--- src/rtl/mem_arbiter_if.sv ---
// Bundle of the fetch, data and memory buses around mem_arbiter.
// slave is the arbiter's view; master is the requesters' and memory's view.
interface mem_arbiter_if #(
  parameter int DATA_W = 32
);
  logic              if_req_i;
  logic [DATA_W-1:0] if_addr_i;
  logic              if_ack_o;
  logic [DATA_W-1:0] if_rdata_o;

  logic              dm_req_i;
  logic              dm_we_i;
  logic [DATA_W-1:0] dm_addr_i;
  logic [DATA_W-1:0] dm_wdata_i;
  logic              dm_ack_o;
  logic [DATA_W-1:0] dm_rdata_o;

  logic              mem_req_o;
  logic              mem_we_o;
  logic [DATA_W-1:0] mem_addr_o;
  logic [DATA_W-1:0] mem_wdata_o;
  logic              mem_ack_i;
  logic [DATA_W-1:0] mem_rdata_i;

  logic              stall_o;
  logic              timeout_o;

  modport slave (
    input  if_req_i, if_addr_i,
    input  dm_req_i, dm_we_i, dm_addr_i, dm_wdata_i,
    input  mem_ack_i, mem_rdata_i,
    output if_ack_o, if_rdata_o,
    output dm_ack_o, dm_rdata_o,
    output mem_req_o, mem_we_o, mem_addr_o, mem_wdata_o,
    output stall_o, timeout_o
  );

  modport master (
    output if_req_i, if_addr_i,
    output dm_req_i, dm_we_i, dm_addr_i, dm_wdata_i,
    output mem_ack_i, mem_rdata_i,
    input  if_ack_o, if_rdata_o,
    input  dm_ack_o, dm_rdata_o,
    input  mem_req_o, mem_we_o, mem_addr_o, mem_wdata_o,
    input  stall_o, timeout_o
  );
endinterface

--- src/rtl/mem_arbiter.sv ---
// Two-requester (fetch/data) arbiter onto a single-port memory with wait timeout.
// Define MEM_ARB_RR_EN to alternate the tie-break after data grants; default: data always wins ties.
module mem_arbiter #(
  parameter int DATA_W = 32
) (
  input  logic         clk_i,
  input  logic         rst_i,
  mem_arbiter_if.slave bus
);

  typedef enum logic [1:0] {
    IDLE    = 2'd0,
    DM_BUSY = 2'd1,
    IF_BUSY = 2'd2
  } state_t;

  state_t            state_q;
  state_t            state_d;
  logic              rdy_q;
  logic              grant_dm;
  logic              grant_if;
  logic              done;
  logic              dm_pend;
  logic              if_pend;
  logic              fetch_first;

  logic              vld_p1;
  logic              we_p1;
  logic [DATA_W-1:0] addr_p1;
  logic [DATA_W-1:0] wdata_p1;
  logic [7:0]        wait_cnt_p1;
  logic              timeout_q;

  logic              if_ack_p2;
  logic              dm_ack_p2;
  logic [DATA_W-1:0] if_rdata_p2;
  logic [DATA_W-1:0] dm_rdata_p2;

  function automatic logic [7:0] sat_inc(input logic [7:0] v);
    return (v == 8'hFF) ? v : v + 8'd1;
  endfunction

  // A requester whose ack is pulsing this cycle is finished; its req may still be high.
  assign dm_pend = bus.dm_req_i & ~dm_ack_p2;
  assign if_pend = bus.if_req_i & ~if_ack_p2;

`ifdef MEM_ARB_RR_EN
  logic dm_pri_q;

  always_ff @(posedge clk_i or negedge rst_i) begin
    if (!rst_i) begin
      dm_pri_q <= 1'b1;
    end else if (grant_dm) begin
      dm_pri_q <= 1'b0;
    end else if (grant_if && dm_pend) begin
      dm_pri_q <= 1'b1;
    end
  end

  assign fetch_first = ~dm_pri_q;
`else
  assign fetch_first = 1'b0;
`endif

  always_comb begin
    state_d  = state_q;
    grant_dm = 1'b0;
    grant_if = 1'b0;
    done     = 1'b0;
    case (state_q)
      IDLE: begin
        if (rdy_q) begin
          if (dm_pend && !(if_pend && fetch_first)) begin
            grant_dm = 1'b1;
            state_d  = DM_BUSY;
          end else if (if_pend) begin
            grant_if = 1'b1;
            state_d  = IF_BUSY;
          end
        end
      end
      DM_BUSY, IF_BUSY: begin
        if (bus.mem_ack_i) begin
          done    = 1'b1;
          state_d = IDLE;
        end
      end
      default: state_d = IDLE;
    endcase
  end

  // rdy_q holds off the first grant for one edge after reset release.
  always_ff @(posedge clk_i or negedge rst_i) begin
    if (!rst_i) begin
      state_q <= IDLE;
      rdy_q   <= 1'b0;
    end else begin
      state_q <= state_d;
      rdy_q   <= 1'b1;
    end
  end

  assign vld_p1 = (state_q != IDLE);

  // Stage p1: granted transaction held stable on the memory bus until ack
  always_ff @(posedge clk_i or negedge rst_i) begin
    if (!rst_i) begin
      we_p1    <= 1'b0;
      addr_p1  <= '0;
      wdata_p1 <= '0;
    end else if (grant_dm) begin
      we_p1    <= bus.dm_we_i;
      addr_p1  <= bus.dm_addr_i;
      wdata_p1 <= bus.dm_wdata_i;
    end else if (grant_if) begin
      we_p1    <= 1'b0;
      addr_p1  <= bus.if_addr_i;
    end else if (done) begin
      we_p1    <= 1'b0;
    end
  end

  always_ff @(posedge clk_i or negedge rst_i) begin
    if (!rst_i) begin
      wait_cnt_p1 <= 8'd0;
      timeout_q   <= 1'b0;
    end else begin
      if (grant_dm || grant_if) begin
        wait_cnt_p1 <= 8'd0;
      end else if (vld_p1 && !bus.mem_ack_i) begin
        wait_cnt_p1 <= sat_inc(wait_cnt_p1);
      end
      // Flag rises on the same edge the count reaches 255; the transaction keeps waiting.
      if (vld_p1 && !bus.mem_ack_i && (sat_inc(wait_cnt_p1) == 8'hFF)) begin
        timeout_q <= 1'b1;
      end
    end
  end

  // Stage p2: ack pulse and captured read data toward the owner
  always_ff @(posedge clk_i or negedge rst_i) begin
    if (!rst_i) begin
      if_ack_p2   <= 1'b0;
      dm_ack_p2   <= 1'b0;
      if_rdata_p2 <= '0;
      dm_rdata_p2 <= '0;
    end else begin
      if_ack_p2 <= done && (state_q == IF_BUSY);
      dm_ack_p2 <= done && (state_q == DM_BUSY);
      if (done && (state_q == IF_BUSY)) begin
        if_rdata_p2 <= bus.mem_rdata_i;
      end
      if (done && (state_q == DM_BUSY) && !we_p1) begin
        dm_rdata_p2 <= bus.mem_rdata_i;
      end
    end
  end

  assign bus.mem_req_o   = vld_p1;
  assign bus.mem_we_o    = we_p1;
  assign bus.mem_addr_o  = addr_p1;
  assign bus.mem_wdata_o = wdata_p1;

  assign bus.if_ack_o    = if_ack_p2;
  assign bus.if_rdata_o  = if_rdata_p2;
  assign bus.dm_ack_o    = dm_ack_p2;
  assign bus.dm_rdata_o  = dm_rdata_p2;

  assign bus.stall_o     = dm_pend | if_pend;
  assign bus.timeout_o   = timeout_q;

endmodule

--- src/flat_wrapper.sv ---
// flat-port wrapper written by rule: the top's interface ports become plain ports
module mem_arbiter_flat 
#(
  parameter int DATA_W = 32
)
  (clk_i, rst_i, bus_if_req_i, bus_if_addr_i, bus_dm_req_i, bus_dm_we_i, bus_dm_addr_i, bus_dm_wdata_i, bus_mem_ack_i, bus_mem_rdata_i, bus_if_ack_o, bus_if_rdata_o, bus_dm_ack_o, bus_dm_rdata_o, bus_mem_req_o, bus_mem_we_o, bus_mem_addr_o, bus_mem_wdata_o, bus_stall_o, bus_timeout_o);
  mem_arbiter_if #(.DATA_W(DATA_W)) bus_i ();
  input  logic clk_i;
  input  logic rst_i;
  input wire logic [$bits(bus_i.if_req_i)-1:0] bus_if_req_i;
  input wire logic [$bits(bus_i.if_addr_i)-1:0] bus_if_addr_i;
  input wire logic [$bits(bus_i.dm_req_i)-1:0] bus_dm_req_i;
  input wire logic [$bits(bus_i.dm_we_i)-1:0] bus_dm_we_i;
  input wire logic [$bits(bus_i.dm_addr_i)-1:0] bus_dm_addr_i;
  input wire logic [$bits(bus_i.dm_wdata_i)-1:0] bus_dm_wdata_i;
  input wire logic [$bits(bus_i.mem_ack_i)-1:0] bus_mem_ack_i;
  input wire logic [$bits(bus_i.mem_rdata_i)-1:0] bus_mem_rdata_i;
  output wire logic [$bits(bus_i.if_ack_o)-1:0] bus_if_ack_o;
  output wire logic [$bits(bus_i.if_rdata_o)-1:0] bus_if_rdata_o;
  output wire logic [$bits(bus_i.dm_ack_o)-1:0] bus_dm_ack_o;
  output wire logic [$bits(bus_i.dm_rdata_o)-1:0] bus_dm_rdata_o;
  output wire logic [$bits(bus_i.mem_req_o)-1:0] bus_mem_req_o;
  output wire logic [$bits(bus_i.mem_we_o)-1:0] bus_mem_we_o;
  output wire logic [$bits(bus_i.mem_addr_o)-1:0] bus_mem_addr_o;
  output wire logic [$bits(bus_i.mem_wdata_o)-1:0] bus_mem_wdata_o;
  output wire logic [$bits(bus_i.stall_o)-1:0] bus_stall_o;
  output wire logic [$bits(bus_i.timeout_o)-1:0] bus_timeout_o;
  assign bus_i.if_req_i = bus_if_req_i;
  assign bus_i.if_addr_i = bus_if_addr_i;
  assign bus_i.dm_req_i = bus_dm_req_i;
  assign bus_i.dm_we_i = bus_dm_we_i;
  assign bus_i.dm_addr_i = bus_dm_addr_i;
  assign bus_i.dm_wdata_i = bus_dm_wdata_i;
  assign bus_i.mem_ack_i = bus_mem_ack_i;
  assign bus_i.mem_rdata_i = bus_mem_rdata_i;
  assign bus_if_ack_o = bus_i.if_ack_o;
  assign bus_if_rdata_o = bus_i.if_rdata_o;
  assign bus_dm_ack_o = bus_i.dm_ack_o;
  assign bus_dm_rdata_o = bus_i.dm_rdata_o;
  assign bus_mem_req_o = bus_i.mem_req_o;
  assign bus_mem_we_o = bus_i.mem_we_o;
  assign bus_mem_addr_o = bus_i.mem_addr_o;
  assign bus_mem_wdata_o = bus_i.mem_wdata_o;
  assign bus_stall_o = bus_i.stall_o;
  assign bus_timeout_o = bus_i.timeout_o;
  mem_arbiter #(.DATA_W(DATA_W)) u_core (.clk_i(clk_i), .rst_i(rst_i), .bus(bus_i));
endmodule
--- config.mk ---
export PLATFORM = sky130hd
export DESIGN_NAME = mem_arbiter_flat
export DESIGN_NICKNAME = d
export VERILOG_FILES = /design/src/rtl/mem_arbiter_if.sv /design/src/rtl/mem_arbiter.sv /design/src/flat_wrapper.sv
export SDC_FILE = /design/constraint.sdc
export NUM_CORES = 1
export LEC_CHECK = 0
export ABC_CLOCK_PERIOD_IN_PS = 2000
export CORE_MARGIN = 5
export CORE_UTILIZATION = 42
export CTS_CLUSTER_DIAMETER = 150
export CTS_CLUSTER_SIZE = 28
export DETAILED_ROUTE_END_ITERATION = 12
export GPL_TIMING_DRIVEN = 1
export PLACE_DENSITY = 0.8
export SLEW_MARGIN = 15
export SYNTH_ARGS = -nofsm -noshare
export SYNTH_HDL_FRONTEND = slang
export SYNTH_SLANG_ARGS = --single-unit
export TNS_END_PERCENT = 50
--- constraint.sdc ---
create_clock -name clk_i -period 2 [get_ports clk_i]
set_input_delay 0.5 -clock clk_i [delete_from_list [all_inputs] [get_ports clk_i]]
set_output_delay 0.5 -clock clk_i [all_outputs]
set_load 0.01 [all_outputs]
==> results.cfg, run 1 <==
[timing]
finalMaxSlewViolations = 0
clock-skew-final_ns = 0.00928
period_share = 0.958
timing.final.hold_violations = 0
rsz0062_at_grt = false
clock.fmax_ghz = 0.522
layout_min_cycle_time_ns = 1.92
setup-violations-final = 0

[clock_network]
cts_tree = done
postCtsHoldBufs = 0
cts.clk_slew.worst_paths_ns = 0.06
clk_path_buf_depth = 2
cts_buffers = 17
root_buffer = clkbuf_16
cts.sinks = 143
post-cts-setup-buffers = 0
clkLatencyLatePin_ns = 0.42
htreeDepth = 4

[run_status]
outcome = finished clean

[logic_synthesis]
synthCells = 430
synth-main-ff-cell = dfrtp_1
synth_edf_count = 0
yosysUniqueCellTypes = 39
ys_ff_latch = 143
yosys_warnings = 0
ys_seq_area_frac = 0.594
async_flop_share = 1.00
syn-cell-area_sq_um = 6020
synth_fp_nets = 568
avgSynthCellArea_sq_um = 14.0

[power]
ir_worst_vdd_mv = 0.995
leakage_nw = 4.40
p_per_area_nw_per_um2 = 1540

[global_routing]
overflow = 0
antenna_found_initial = 0
grt_pass1_wl_mm = 27.4
grt_max_degree = 85
grt_pass1_vias = 5127
grt_usage = 0.214

[critical_path]
timing.rr.end = u_core.bus.mem_addr_o[11]$_DFFE_PN0N_
crit_fanout = 2
crit_type = in -> out
r2r_slack_ns = 0.28
r2r_cells = 7
reg2reg_from = u_core.state_q[0]$_DFFE_PN0P_
worstPathCellList = clkdlybuf4s50_1 -> nor2b_4 -> or2_4 -> buf_6
max_stage_delay_ns = 0.41
end_kind = output port
cp.arrival_ns = 1.42
cp-start-kind = input port
critPathRequiredTime_ns = 1.50
crit_slowest_cell = clkdlybuf4s50_1

[min_path]
min_path_type = in -> async

[placed_design]
post-place-cells = 870
dp_hpwl_mm = 13.1
gp_congestion = 0.864
io_buffers = 267

[routing]
antenna_left = 0
vias = 4487
drc = 0
post_drt_wl_per_cell_microns = 19.3
routed_wl_mm = 17.4
vias_per_cell = 4.97
firstDrtPassIters = 4
drt_first_iter_violations = 207

[floorplan]
ios = 268
die_area_sq_um = 16800
core.rowCount = 43
die_h_microns = 130
die_x_microns = 130
core_area_sq_um = 14000
initial_core_util = 0.431

[layout]
drive_gt1_frac = 0.212
multi_input_area_sq_um = 2300
seqCellArea_sq_um = 3580
stdcell_count = 902
layout_common_cells = clkdlybuf4s50_1 (264), dfrtp_1 (143), mux2_2 (58)
fin_nets = 847
area_growth_pct = 59.7
n_fill_cell = 1025
n_antenna_cell = 0
final_core_util = 0.687
layout_commonest_cell = clkdlybuf4s50_1

[job]
drv_cap = 0
-- registers in the layout (all words and copies together) (netlist names) --
register                cells
u_core.bus.dm_ack_o         1
u_core.bus.dm_rdata_o      32
u_core.bus.if_ack_o         1
u_core.bus.if_rdata_o      32
u_core.bus.mem_addr_o      32
u_core.bus.mem_wdata_o     32
u_core.bus.mem_we_o         1
u_core.bus.timeout_o        1
u_core.rdy_q                1
u_core.state_q              2
u_core.wait_cnt_p1          8
-- timing repair --
item	4_1_cts	5_1_grt
setup endpoints to repair	2	1
cloned	0	0
pin swaps	0	0
gates resized for setup	6	3
-- worst max-delay path, delay by kind of cell --
kind	cells	cell delay (ns)
buffers and inverters	2	0.53
AND/OR/NAND/NOR	2	0.38
-- how the worst max path moves through the flow --
stage                                              from                                     end  slack [ns]  depth (start not counted)
after floorplan           u_core.state_q[0]$_DFFE_PN0P_  u_core.bus.mem_wdata_o[14]$_DFFE_PN0N_        0.44                          6
after global placement                     bus_if_req_i                             bus_stall_o       -0.37                          4
final                                      bus_dm_req_i                             bus_stall_o        0.08                          4
after detailed placement                   bus_if_req_i                             bus_stall_o       -0.37                          4
after global routing      u_core.state_q[0]$_DFFE_PN0P_                           bus_mem_req_o      0.0004                          4
after CTS                                  bus_if_req_i                             bus_stall_o       0.004                          4
-- final cells by class --
type                    count  share of cell area
multi-input cells         257               0.239
clock buffers              18              0.0446
clock inverters            14              0.0187
well taps                 180              0.0234
inverters                   8             0.00312
repair buffers            282               0.299
flip-flops and latches    143               0.372
-- stage by stage --
stage	hold slack [ns]	instance area (sq um)	power (mW)	setup WS, ns	TNS [ns]
6_report	0.0407	9620	14.8	0.0835	0
3_3_place_gp	0.464	9000	11.3	-0.371	-1.60
4_1_cts	0.0607	9600	15.0	0.00394	0
2_1_floorplan	0.204	6020	7.76	0.441	0
3_5_place_dp	0.469	9000	11.6	-0.369	-2.94
5_1_grt	0.0578	9620	15.6	0.000353	0
-- logic make-up (layout without fill, tap and decap cells) --
family,count (synthesis),in the layout,share of synthesized area
flops,143,143,0.594
mux,129,129,0.257
simple gates,69,69,0.0563
compound gates,54,54,0.0528
buf+inv,30,322,0.0303
fa+ha+maj,4,4,0.00831
other cells,1,1,0.000623
-- synthesized netlist by cell type (5+ instances only) --
master / number / share of area
mux2i_1: 33 / 0.055
o21ai_1: 9 / 0.0075
inv_1: 8 / 0.0050
buf_6: 7 / 0.013
mux2_4: 37 / 0.092
nand3_1: 7 / 0.0058
nand2_1: 36 / 0.022
mux2_2: 58 / 0.11
o21ai_0: 28 / 0.023
dfrtp_1: 143 / 0.59
clkbuf_1: 5 / 0.0031
buf_2: 8 / 0.0066
-- where the power goes --
part           internal [mW]  total [mW]  switching [mW]
combinational           3.95        6.46            2.51
sequential              4.25        5.05           0.799
clock                   1.98        3.27            1.29
-- per-layer routing --
layer | global-route usage | routed length (microns)
met1 | 0.229 | 6170
met3 | 0.116 | 1900
met5 | 0 | 0
met4 | 0.0703 | 318
met2 | 0.365 | 9040
Note: power is estimated with default switching activity, not from simulation.
==> run 2, diff against run 1 <==
--- a/config.mk
+++ b/config.mk
@@ -6,6 +6,7 @@
 export NUM_CORES = 1
 export LEC_CHECK = 0
 export ABC_CLOCK_PERIOD_IN_PS = 2000
+export CAP_MARGIN = 20
 export CORE_MARGIN = 5
 export CORE_UTILIZATION = 42
 export CTS_CLUSTER_DIAMETER = 150
==> results of run 2 <==
No change in the layout: final DEF, timing and power equal those of run 1.
==> run 3, diff against run 2 <==
--- a/config.mk
+++ b/config.mk
@@ -8,12 +8,14 @@
 export ABC_CLOCK_PERIOD_IN_PS = 2000
 export CAP_MARGIN = 20
 export CORE_MARGIN = 5
-export CORE_UTILIZATION = 42
+export CORE_UTILIZATION = 65
+export CTS_BUF_LIST = sky130_fd_sc_hd__clkbuf_4 sky130_fd_sc_hd__clkbuf_8
 export CTS_CLUSTER_DIAMETER = 150
 export CTS_CLUSTER_SIZE = 28
 export DETAILED_ROUTE_END_ITERATION = 12
+export DONT_BUFFER_PORTS = 1
 export GPL_TIMING_DRIVEN = 1
-export PLACE_DENSITY = 0.8
+export PLACE_DENSITY = 0.81
 export SLEW_MARGIN = 15
 export SYNTH_ARGS = -nofsm -noshare
 export SYNTH_HDL_FRONTEND = slang
==> run 3 against run 2 <==
Against the previous run:
- highest routed layer unchanged
- largest power group is now registers
- first-iteration DRC count fell by 21%
- register-to-register slack got worse by 0.02 ns
- critical path type is now reg -> out
- sequential share of layout area rose by 18 points
- critical path depth fell by 2
- the run now ends with negative hold slack left
==> results.cfg, run 3 (synthesis gave the netlist of run 1 again) <==
[placed_design]
pre_cts_ws_ns = 0.251
io_buffers = 0
gp_congestion = 0.868
dp_hpwl_mm = 9.81
placed_area_sq_um = 6120

[global_routing]
grt_usage = 0.237
antenna_found_initial = 0
grt_pass1_wl_mm = 20.5
grt_pass1_vias = 3730
overflow = 0
grt_max_degree = 144

[routing]
drc = 0
firstDrtPassIters = 4
routed_wl_mm = 13.4
antenna_left = 0
vias_per_cell = 6.12
drt_first_iter_violations = 163
vias = 3400
post_drt_wl_per_cell_microns = 24.2

[run_status]
outcome = finished with violations
violations = negative hold slack

[floorplan]
core.rowCount = 35
ios = 268
core_area_sq_um = 9150
initial_core_util = 0.658
die_h_microns = 106
die_x_microns = 106
die_area_sq_um = 11300

[clock_network]
cts_tree = done
cts.sinks = 143
post-cts-setup-buffers = 0
cts_buffers = 17
cts.clk_slew.worst_paths_ns = 0.09
clkLatencyLatePin_ns = 0.44
clk_path_buf_depth = 2
root_buffer = clkbuf_8
htreeDepth = 4

[layout]
area_growth_pct = 8.41
final_core_util = 0.713
n_antenna_cell = 0
final_area_sq_um = 6530
drive_gt1_frac = 0.317
layout_common_cells = dfrtp_1 (143), mux2_2 (58), mux2_4 (37)
layout_commonest_cell = dfrtp_1
fin_nets = 570

[power]
seq_power_share = 0.555
comb_power_share = 0.232
power_frac_clock = 0.214
power.switching_mw = 3.88
leakage_nw = 3.21
ir_worst_vdd_mv = 0.845
finalPower_mw = 10.8
power.internal_mw = 6.92
p_per_area_nw_per_um2 = 1650
p_sw_frac = 0.359

[timing]
hold_ws_ns = -0.251
rsz0062_at_grt = false
layout_min_cycle_time_ns = 1.87
timing.final.hold_violations = 143
finalMaxSlewViolations = 0
clock-skew-final_ns = 0.0161
clock.fmax_ghz = 0.535
finalWorstSetupSlack_ns = 0.132
period_share = 0.934
setup-violations-final = 0
finalSetupTns_ns = 0

[critical_path]
cp-start-kind = flip-flop
critPathRequiredTime_ns = 1.50
crit_fanout = 3
r2r_slack_ns = 0.26
crit_type = reg -> out
end_kind = output port
cp.arrival_ns = 1.37

[min_path]
min_path_type = in -> async

[job]
drv_cap = 0
## run 3: cell types whose count changed in the layout (fill, tap and decap cells not counted), sizes merged
cell / delta
dlygate4sd2: -1
inv: -2
buf: -12
clkdlybuf4s50: -264
clkinv: +4
bufinv: -1
clkinvlp: -1
## run 3: path summary, 6_finish.rpt
kind | from | to | cells past startpoint
worst max-delay path | u_core.bus.if_ack_o$_DFF_PN0_ | bus_stall_o | 2
worst min-delay path | rst_i | u_core.bus.if_rdata_o[2]$_DFFE_PN0P_ | 0
worst max register to register | u_core.state_q[1]$_DFFE_PN0P_ | u_core.bus.dm_rdata_o[31]$_DFFE_PN0P_ | 6
worst min register to register | u_core.bus.mem_addr_o[25]$_DFFE_PN0N_ | u_core.bus.mem_addr_o[25]$_DFFE_PN0N_ | 2
max in group asynchronous | rst_i | u_core.bus.mem_addr_o[19]$_DFFE_PN0N_ | 0
min in group clk_i | bus_mem_rdata_i[6] | u_core.bus.dm_rdata_o[6]$_DFFE_PN0P_ | 1
## run 3: per-layer routing
layer / GRT usage / share of wire / up-vias
met3: 0.110 / 0.11 / 20
met5: 0 / 0 / -
li1: - / - / 1523
met1: 0.258 / 0.35 / 1681
met2: 0.408 / 0.51 / 176
met4: 0.0796 / 0.018 / 0
## run 3: layout make-up
type / instances / area [sq um]
clock buffer: 18 / 248
clock inverter: 14 / 159
fill: 603 / 2620
inverter: 8 / 30.0
multi-input combinational: 257 / 2290
sequential: 143 / 3580
tap: 111 / 139
timing repair buffer: 5 / 87.6
## run 3: timing repair
| action | 4_1_cts | 5_1_grt |
|---|---|---|
| gates resized for setup | 0 | 1 |
| hold endpoints to repair | 143 | 143 |
| endpoints found under the setup margin | 0 | 1 |
## run 3: metrics by stage
step           instances  hold WS [ns]
2_1_floorplan        430         0.204
3_3_place_gp         524         0.207
3_5_place_dp         524         0.207
4_1_cts              556        -0.268
5_1_grt              556        -0.282
6_report             556        -0.251
## run 3: power groups by stage
stage	combinational, mW	clock [mW]	sequential (mW)
finish	2.50	2.31	5.99
global route	2.75	2.50	6.15
CTS	2.52	2.35	6.03
detailed placement	2.52	0	6.06
global placement	2.36	0	6.02
floorplan	2.18	0	5.59
## run 3: worst max-delay path, stage by stage, from the launching register on
cell     delay (ns)
dfrtp_1        0.43
nor2b_1        0.29
or2_2          0.21
